<file path="src/rtl/led_seq_pkg.sv">
// Shared types and constants for the LED sequence controller.
package led_seq_pkg;

    // Host command opcodes, encoded as they arrive on cmd_op.
    typedef enum logic [1:0] {
        OP_STOP = 2'b00,
        OP_RUN  = 2'b01,
        OP_STEP = 2'b10,
        OP_SEEK = 2'b11
    } op_t;

    // Controller states.
    typedef enum logic [2:0] {
        ST_IDLE      = 3'd0,
        ST_RUN       = 3'd1,
        ST_STEP      = 3'd2,
        ST_SEEK_CHK  = 3'd3,
        ST_SEEK_WAIT = 3'd4
    } state_t;

    // The datapath only ever cycles through these colours.
    localparam logic [2:0] COLOUR_MIN = 3'b001;
    localparam logic [2:0] COLOUR_MAX = 3'b110;

    // Enough pulses to visit every legal colour once; more means the datapath is broken.
    localparam int unsigned SEEK_MAX_STEPS = 6;

    // True when a colour lies inside the datapath's legal range.
    function automatic logic colour_legal(input logic [2:0] c);
        return (c >= COLOUR_MIN) && (c <= COLOUR_MAX);
    endfunction

endpackage

</file>
<file path="src/rtl/led_seq_ctrl_step_timer.sv">
// Step-period counter shared by free-run and seek pacing.
// o_tc is high while the count equals the rate; o_pre is high when the count
// will equal the rate after the next edge, which lets the registered button
// line up with the terminal count.
module led_seq_ctrl_step_timer #(
    parameter int RATE_W = 8
) (
    input  logic              clk,
    input  logic              rst_n,
    input  logic              i_clear,
    input  logic              i_enable,
    input  logic [RATE_W-1:0] i_rate,
    output logic              o_tc,
    output logic              o_pre
);

    logic [RATE_W-1:0] r_cnt;

    assign o_tc  = (r_cnt == i_rate);
    // With rate 0 every cycle is terminal, so the next one always is too.
    assign o_pre = (i_rate == '0) || (r_cnt == (i_rate - 1'b1));

    // Count up while enabled, wrapping to zero at the terminal count.
    always_ff @(posedge clk or negedge rst_n) begin
        if (!rst_n) begin
            r_cnt <= '0;
        end else if (i_clear) begin
            r_cnt <= '0;
        end else if (i_enable) begin
            r_cnt <= o_tc ? '0 : (r_cnt + 1'b1);
        end
    end

endmodule

</file>
<file path="src/rtl/led_seq_ctrl.sv">
// Command-driven step controller for the LED colour datapath: free-run,
// single step and closed-loop seek, with done/err completion pulses.
module led_seq_ctrl
    import led_seq_pkg::*;
#(
    parameter int RATE_W = 8
) (
    input  logic              clk,
    input  logic              rst_n,
    input  logic              cmd_valid,
    output logic              cmd_ready,
    input  logic [1:0]        cmd_op,
    input  logic [2:0]        cmd_target,
    input  logic [RATE_W-1:0] cmd_rate,
    input  logic [2:0]        colour,
    output logic              button,
    output logic              busy,
    output logic              done,
    output logic              err
);

    state_t            r_state, w_state_next;
    logic [RATE_W-1:0] r_rate, w_rate_next;
    logic [2:0]        r_target, w_target_next;
    logic [2:0]        r_pulses, w_pulses_next;
    logic              r_button, w_button_next;
    logic              r_done, w_done_next;
    logic              r_err, w_err_next;

    logic w_accept;
    logic w_tmr_clear;
    logic w_tmr_enable;
    logic w_tmr_tc;
    logic w_tmr_pre;

    assign cmd_ready = (r_state == ST_IDLE) || (r_state == ST_RUN);
    assign busy      = (r_state != ST_IDLE);
    assign button    = r_button;
    assign done      = r_done;
    assign err       = r_err;
    assign w_accept  = cmd_valid && cmd_ready;

    led_seq_ctrl_step_timer #(
        .RATE_W (RATE_W)
    ) u_timer (
        .clk      (clk),
        .rst_n    (rst_n),
        .i_clear  (w_tmr_clear),
        .i_enable (w_tmr_enable),
        .i_rate   (r_rate),
        .o_tc     (w_tmr_tc),
        .o_pre    (w_tmr_pre)
    );

    // State, latched command fields and registered outputs.
    always_ff @(posedge clk or negedge rst_n) begin
        if (!rst_n) begin
            r_state  <= ST_IDLE;
            r_rate   <= '0;
            r_target <= '0;
            r_pulses <= '0;
            r_button <= 1'b0;
            r_done   <= 1'b0;
            r_err    <= 1'b0;
        end else begin
            r_state  <= w_state_next;
            r_rate   <= w_rate_next;
            r_target <= w_target_next;
            r_pulses <= w_pulses_next;
            r_button <= w_button_next;
            r_done   <= w_done_next;
            r_err    <= w_err_next;
        end
    end

    // Next-state and next-output logic; a newly accepted command overrides
    // whatever the current state would have done this cycle.
    always_comb begin
        w_state_next  = r_state;
        w_rate_next   = r_rate;
        w_target_next = r_target;
        w_pulses_next = r_pulses;
        w_button_next = 1'b0;
        w_done_next   = 1'b0;
        w_err_next    = 1'b0;
        w_tmr_clear   = 1'b0;
        w_tmr_enable  = 1'b0;

        unique case (r_state)
            ST_RUN: begin
                w_tmr_enable  = 1'b1;
                w_button_next = w_tmr_pre;
            end
            ST_STEP: begin
                w_state_next = ST_IDLE;
                w_done_next  = 1'b1;
            end
            ST_SEEK_CHK: begin
                if (colour == r_target) begin
                    w_state_next = ST_IDLE;
                    w_done_next  = 1'b1;
                end else if (r_pulses == 3'(SEEK_MAX_STEPS)) begin
                    w_state_next = ST_IDLE;
                    w_err_next   = 1'b1;
                end else begin
                    w_button_next = 1'b1;
                    w_pulses_next = r_pulses + 3'd1;
                    w_tmr_clear   = 1'b1;
                    w_state_next  = ST_SEEK_WAIT;
                end
            end
            ST_SEEK_WAIT: begin
                w_tmr_enable = 1'b1;
                if (w_tmr_tc) begin
                    w_state_next = ST_SEEK_CHK;
                end
            end
            default: begin
            end
        endcase

        if (w_accept) begin
            w_rate_next   = cmd_rate;
            w_target_next = cmd_target;
            w_tmr_clear   = 1'b1;
            w_tmr_enable  = 1'b0;
            w_button_next = 1'b0;
            w_done_next   = 1'b0;
            w_err_next    = 1'b0;
            unique case (op_t'(cmd_op))
                OP_STOP: begin
                    w_state_next = ST_IDLE;
                    w_done_next  = 1'b1;
                end
                OP_RUN: begin
                    w_state_next  = ST_RUN;
                    // Rate 0 means the button is held high from the very next cycle.
                    w_button_next = (cmd_rate == '0);
                end
                OP_STEP: begin
                    w_state_next  = ST_STEP;
                    w_button_next = 1'b1;
                end
                OP_SEEK: begin
                    if (colour_legal(cmd_target)) begin
                        w_state_next  = ST_SEEK_CHK;
                        w_pulses_next = 3'd0;
                    end else begin
                        w_state_next = ST_IDLE;
                        w_err_next   = 1'b1;
                    end
                end
                default: begin
                end
            endcase
        end
    end

endmodule
</file>
<file path="config.mk">
export PLATFORM = sky130hd
export DESIGN_NAME = led_seq_ctrl
export DESIGN_NICKNAME = d
export VERILOG_FILES = /design/src/rtl/led_seq_pkg.sv /design/src/rtl/led_seq_ctrl_step_timer.sv /design/src/rtl/led_seq_ctrl.sv
export SDC_FILE = /design/constraint.sdc
export NUM_CORES = 1
export LEC_CHECK = 0
export CAP_MARGIN = 20
export CORE_MARGIN = 5
export CORE_UTILIZATION = 50
export DETAILED_ROUTE_END_ITERATION = 16
export PLACE_DENSITY_LB_ADDON = 0.08
export REMOVE_ABC_BUFFERS = 1
export SKIP_LAST_GASP = 1
export SLEW_MARGIN = 40
export SYNTH_ARGS = -nofsm -noshare
export SYNTH_HDL_FRONTEND = slang
export SYNTH_HIERARCHICAL = 1
export SYNTH_SLANG_ARGS = --single-unit
</file>
<file path="constraint.sdc">
create_clock -name clk -period 2 [get_ports clk]
set_clock_uncertainty 0.2 [all_clocks]
set_input_delay 0.3 -clock clk [delete_from_list [all_inputs] [get_ports clk]]
set_output_delay 0.3 -clock clk [all_outputs]
set_load 0.02 [all_outputs]
</file>
Word level (Yosys, flattened, before mapping)

Index checks and enable logic that the tools add are counted.

Muxes and demuxes: 35
Reduce and logical (&&, ||, !) cells: 13
Eq/ne operators: 12
$add $sub $neg: 3
$lt $le $gt $ge: 2

Operators by type and width:

| kind                                                              | number |
|---|---|
| 2-to-1 mux 3 bit                                                  | 10 |
| 2-to-1 mux 8 bit                                                  | 3 |
| == test 8 bit                                                     | 2 |
| logical NOT 8 bit                                                 | 2 |
| 2-to-1 mux 1 bit                                                  | 16 |
| case mux 3 bit (4 select lines)                                   | 1 |
| case mux 3 bit (3 select lines)                                   | 1 |
| adder 8 x 1 -> 8 bit, second input constant                       | 1 |
| subtractor 8 x 1 -> 8 bit, second input constant                  | 1 |
| == test 3 x 2 -> 1 bit, second input constant                     | 2 |
| == test 3 bit, second input constant                              | 2 |
| case mux 1 bit (2 select lines)                                   | 3 |
| == test 2 bit, second input constant                              | 2 |
| nonzero test 4 bit                                                | 1 |
| adder 3 x 1 -> 3 bit, second input constant                       | 1 |
| == test 3 x 1 -> 1 bit, second input constant                     | 1 |
| == test 3 bit                                                     | 1 |
| greater-or-equal comparator 3 x 1 -> 1 bit, second input constant | 1 |
| less-or-equal comparator 3 bit, second input constant             | 1 |
| logical NOT 3 bit                                                 | 1 |
| != test 3 x 2 -> 1 bit, second input constant                     | 1 |
| nonzero test 3 bit                                                | 1 |
| == test 2 x 1 -> 1 bit, second input constant                     | 1 |
| logical AND 1 bit                                                 | 2 |
| other kinds (6)                                                   | 7 |

Bits of input ports: 19
Output and inout bits: 5
Logic and storage cells: 73
Flip-flop bits (word level): 28

Logic depth before layout (Yosys ltp)

Depth in word-level cells: 7
Mapped depth: 11
Gate-level depth less buffers: 11

Modules after synthesis

Netlist, hierarchy kept.

By module, submodules not included:

| module                  | instances | cells each | area each (µm²) | seq. area each (µm²) |
|---|---|---|---|---|
| led_seq_ctrl            | 1         | 121        | 1103.6          | 500.5 |
| led_seq_ctrl_step_timer | 1         | 86         | 745.7           | 200.2 |

Worst setup path after synthesis

OpenSTA, ideal clock, no wires.

Path kind: flip-flop to flip-flop
From: register r_rate[0]
To: register r_button, in the netlist button
Period minus slack after synthesis: 2.170 ns
Buffers on the path: 1
Library setup time: 0.094 ns
Arrival: 1.876 ns
Cell stages (with the launch flop): 11
Path slack: -0.170 ns
Cells stage by stage: dfrtp_1 -> inv_1 -> ha_1 -> clkbuf_1 -> o21ba_1 -> a221oi_1 -> a41oi_1 -> a21oi_1 -> a22o_1 -> nand3_1 -> a211oi_1

Word-level cells in the longest chain between the ends: 5
Elaborated cells between the ends (all ways): 6
Those cells by class: 1 x add/sub; 1 x eq/ne; 2 x mux; 2 x reduce/logical

RTL lines:

| what                              | RTL line                      | text |
|---|---|---|
| from (decl)                       | led_seq_ctrl.sv:23            | `logic [RATE_W-1:0] r_rate, w_rate_next;` |
| from (signal assigned)            | led_seq_ctrl.sv:67            | `r_rate <= w_rate_next;` |
| subtractor 8 x 1 -> 8 bit         | led_seq_ctrl_step_timer.sv:21 | `assign o_pre = (i_rate == '0) \|\| (r_cnt == (i_rate - 1'b1));` |
| == test 8 bit                     | led_seq_ctrl_step_timer.sv:21 |  |
| logical OR 1 bit *                | led_seq_ctrl_step_timer.sv:21 |  |
| via w_tmr_pre                     | led_seq_ctrl.sv:34            | `logic w_tmr_pre;` |
| case mux 1 bit (2 select lines) * | led_seq_ctrl.sv:89            | `unique case (r_state)` |
| 2-to-1 mux 1 bit *                | led_seq_ctrl.sv:122           | `if (w_accept) begin` |
| via w_button_next                 | led_seq_ctrl.sv:26            | `logic r_button, w_button_next;` |
| to (signal assigned)              | led_seq_ctrl.sv:70            | `r_button <= w_button_next;` |
| to (decl)                         | led_seq_ctrl.sv:26            |  |

The timed path passes the listed nets; every way through them passes the cells marked *.
A chain may end at the register's enable or synchronous reset.

Worst setup path after layout

From: register r_rate[3]
To: register r_button, in the netlist button

Same word-level chain as after synthesis.

==> flow_summary.yaml <==
routing:
  drtAntennaViolNets: 0
  drt-initial-drc-count: 89
  vias: 1814
  vias_per_cell: 5.55
  drt-total-wl_microns: 5310
  drc: 0
  wire_per_inst_microns: 16.2
  first_pass_iters: 4
die:
  rows: 22
  die_area_sq_mm: 0.00501
  die_h_microns: 70.8
  die_x_microns: 70.8
  core_sq_mm: 0.00363
  start_util_pct: 50.9
  ios: 24
grt:
  grt_pass1_vias: 1900
  grt_max_degree: 29
  grt_antenna_before_repair: 0
  grt_overflow: 0
  grt_pass1_wl_microns: 8530
  grt_use_total_pct: 21.2
yosys:
  synth_ff_type: "dfrtp_1"
  postSynthCellCount: 207
  synth_top_area_cell: "dfrtp_1"
  async_reset_ff_share_pct: 100
  yosysTopAreaCellShare_pct: 37.9
  synth_warnings: 6
  synth_area_sq_mm: 0.00185
  ys_ff_latch: 28
  synth_area_leaders: "dfrtp_1, nand2_1, ha_1"
  yosysSeqAreaShare_pct: 37.9
  ys_types: 51
  synth_edf_count: 0
  avgSynthCellArea_sq_um: 8.93
pwr:
  combPwrFrac_pct: 60.5
  p_int_mw: 1.98
  power_per_cell_area_mw_per_mm2: 1210
  swShare_pct: 40.5
  p_seq_share_pct: 28.6
  vdd_drop_max_mv: 0.656
  power_frac_clock_pct: 11.0
  finalPower_mw: 3.33
  power.leakage_nw: 1.29
  p_switching_mw: 1.35
clocking:
  cts_tree: "yes"
  htreeDepth: 1
  cts-hold-fix-buffers: 0
  cts_root_buffer: "clkbuf_8"
  worstSkewPairLatency_ns: 0.29
  clock-sinks: 28
  numCtsBuffers: 3
  clkTransAtPathRegs_ns: 0.10
  clock_path_buffers: 2
status:
  violations: "setup timing"
  status: "complete, but fails checks"
critical_path:
  cp.arrival_ns: 2.12
  path_class: "reg -> reg"
  critPathRequiredTime_ns: 2.00
  cp-start-kind: "register"
  crit_fanout: 5
  end_kind: "register"
hold_path:
  hold_class: "in -> async"
cells_and_area:
  fin_nets: 308
  synthToLayoutAreaGrowth_pct: 48.6
  drive_gt1_share_pct: 34.4
  diodes: 0
  final_util_pct: 75.7
timing:
  max_slew_margin_pct: 74.7
  tightest_slew_ns: 0.379
  tns_ns: -0.678
  rsz0062_at_grt: "true"
  final-max-slew-violation-count: 0
  final-setup-viol-count: 11
  fin_crit_sh_pct: 106
  hold_violations: 0
  fmax_ghz: 0.472
  min_period_ns: 2.12
  worst_slack_ns: -0.121
run:
  max_cap_viol_count: 0
placement:
  gp_congestion: 0.892
  dp_hpwl_microns: 3740
  place.port_buffers: 23
  place_worst_setup_slack_ns: -0.400
[Yosys cell counts (3+ instances only)]
| master | number |
|---|---|
| nand2_1 | 41 |
| dfrtp_1 | 28 |
| a21oi_1 | 11 |
| xnor2_1 | 11 |
| inv_1 | 10 |
| nand3_1 | 10 |
| ha_1 | 9 |
| nor2_1 | 8 |
| xor2_1 | 8 |
| nor3_1 | 7 |
| and2_1 | 5 |
| nand2b_1 | 5 |
| o21ai_0 | 4 |
| a21o_1 | 3 |
| and3_1 | 3 |
| buf_2 | 3 |
[worst paths after layout]
check                       startpoint                to  slack (ns)  cells past startpoint
setup / recovery             r_rate[3]            button       -0.12                      8
hold / removal                   rst_n  u_timer/r_cnt[3]        0.18                      2
setup reg to reg             r_rate[3]            button       -0.12                      8
hold reg to reg            r_target[1]       r_target[1]        0.35                      2
max in group asynchronous        rst_n        r_state[2]        1.13                      2
min in group clk           r_target[1]       r_target[1]        0.35                      2
[what timing repair did]
action                                  in CTS  in global routing
buffers inserted                             4                  8
pin swaps                                    8                 18
endpoints found under the setup margin      12                 14
gates resized for setup                     26                 22
[layer usage]
| layer | track usage [%] | vias to the layer above | share of wire, % |
|---|---|---|---|
| li1 | - | 860 | - |
| met1 | 25.4 | 884 | 40 |
| met2 | 36.9 | 55 | 53 |
| met4 | 9.39 | 0 | 2.7 |
| met5 | 0 | - | 0 |
| met3 | 3.98 | 15 | 4.4 |
[final cells by class]
type / instances / area [sq um]
Tap cell: 48 / 60.1
Multi-Input combinational cell: 163 / 1270
Clock buffer: 4 / 55.1
Timing Repair Buffer: 74 / 629
Inverter: 10 / 37.5
Sequential cell: 28 / 701
Fill cell: 254 / 885
[worst max-delay path: stages, from the launching register on]
cell,delay [ns]
dfrtp_1,0.42
buf_4,0.17
xnor2_1,0.27
xor2_1,0.19
nand3_1,0.12
nor3_2,0.19
a22o_1,0.20
nand3_2,0.09
a211oi_2,0.19
[kinds of logic (layout without fill, tap and decap cells)]
kind of cell             Yosys count  in the layout  synth area share [%]
multiplexers                       1              1                 0.541
flip-flops                        28             28                  37.9
AO/OA/AOI/OAI                     38             38                  14.8
XOR/XNOR                          19             19                  9.00
adder cells (fa/ha/maj)            9              9                  6.09
AND/OR/NAND/NOR                   96             96                  27.7
buffers and inverters             16             88                  4.06
[flip-flops by register name, indices dropped and copies added (netlist names)]
name / cells
r_rate: 8
r_pulses: 3
r_target: 3
u_timer/r_cnt: 8
r_state: 3
done: 1
err: 1
button: 1
[stage by stage]
stage	std cells	hold WS (ns)	instance area, sq um
after CTS	319	0.197	2580
after floorplan	201	-0.196	1810
final	327	0.180	2750
after global placement	311	0.283	2390
after global routing	327	0.228	2750
after detailed placement	311	0.294	2390
[power groups by stage]
stage	logic, mW	registers, mW	clock network [mW]
global route	2.19	0.974	0.398
global placement	1.48	0.909	0
CTS	1.71	0.933	0.366
finish	2.01	0.951	0.365
detailed placement	1.56	0.925	0
floorplan	0.809	0.955	0
[layout by cell type, fill, tap and decap left out, drive strengths merged, types with 9 or more instances in the layout]
master / instances
nand3: 10
inv: 10
dfrtp: 28
buf: 51
nor2: 10
a21oi: 13
clkdlybuf4s50: 21
ha: 9
nand2: 41
xnor2: 11
Note: power is estimated with default switching activity, not from simulation.
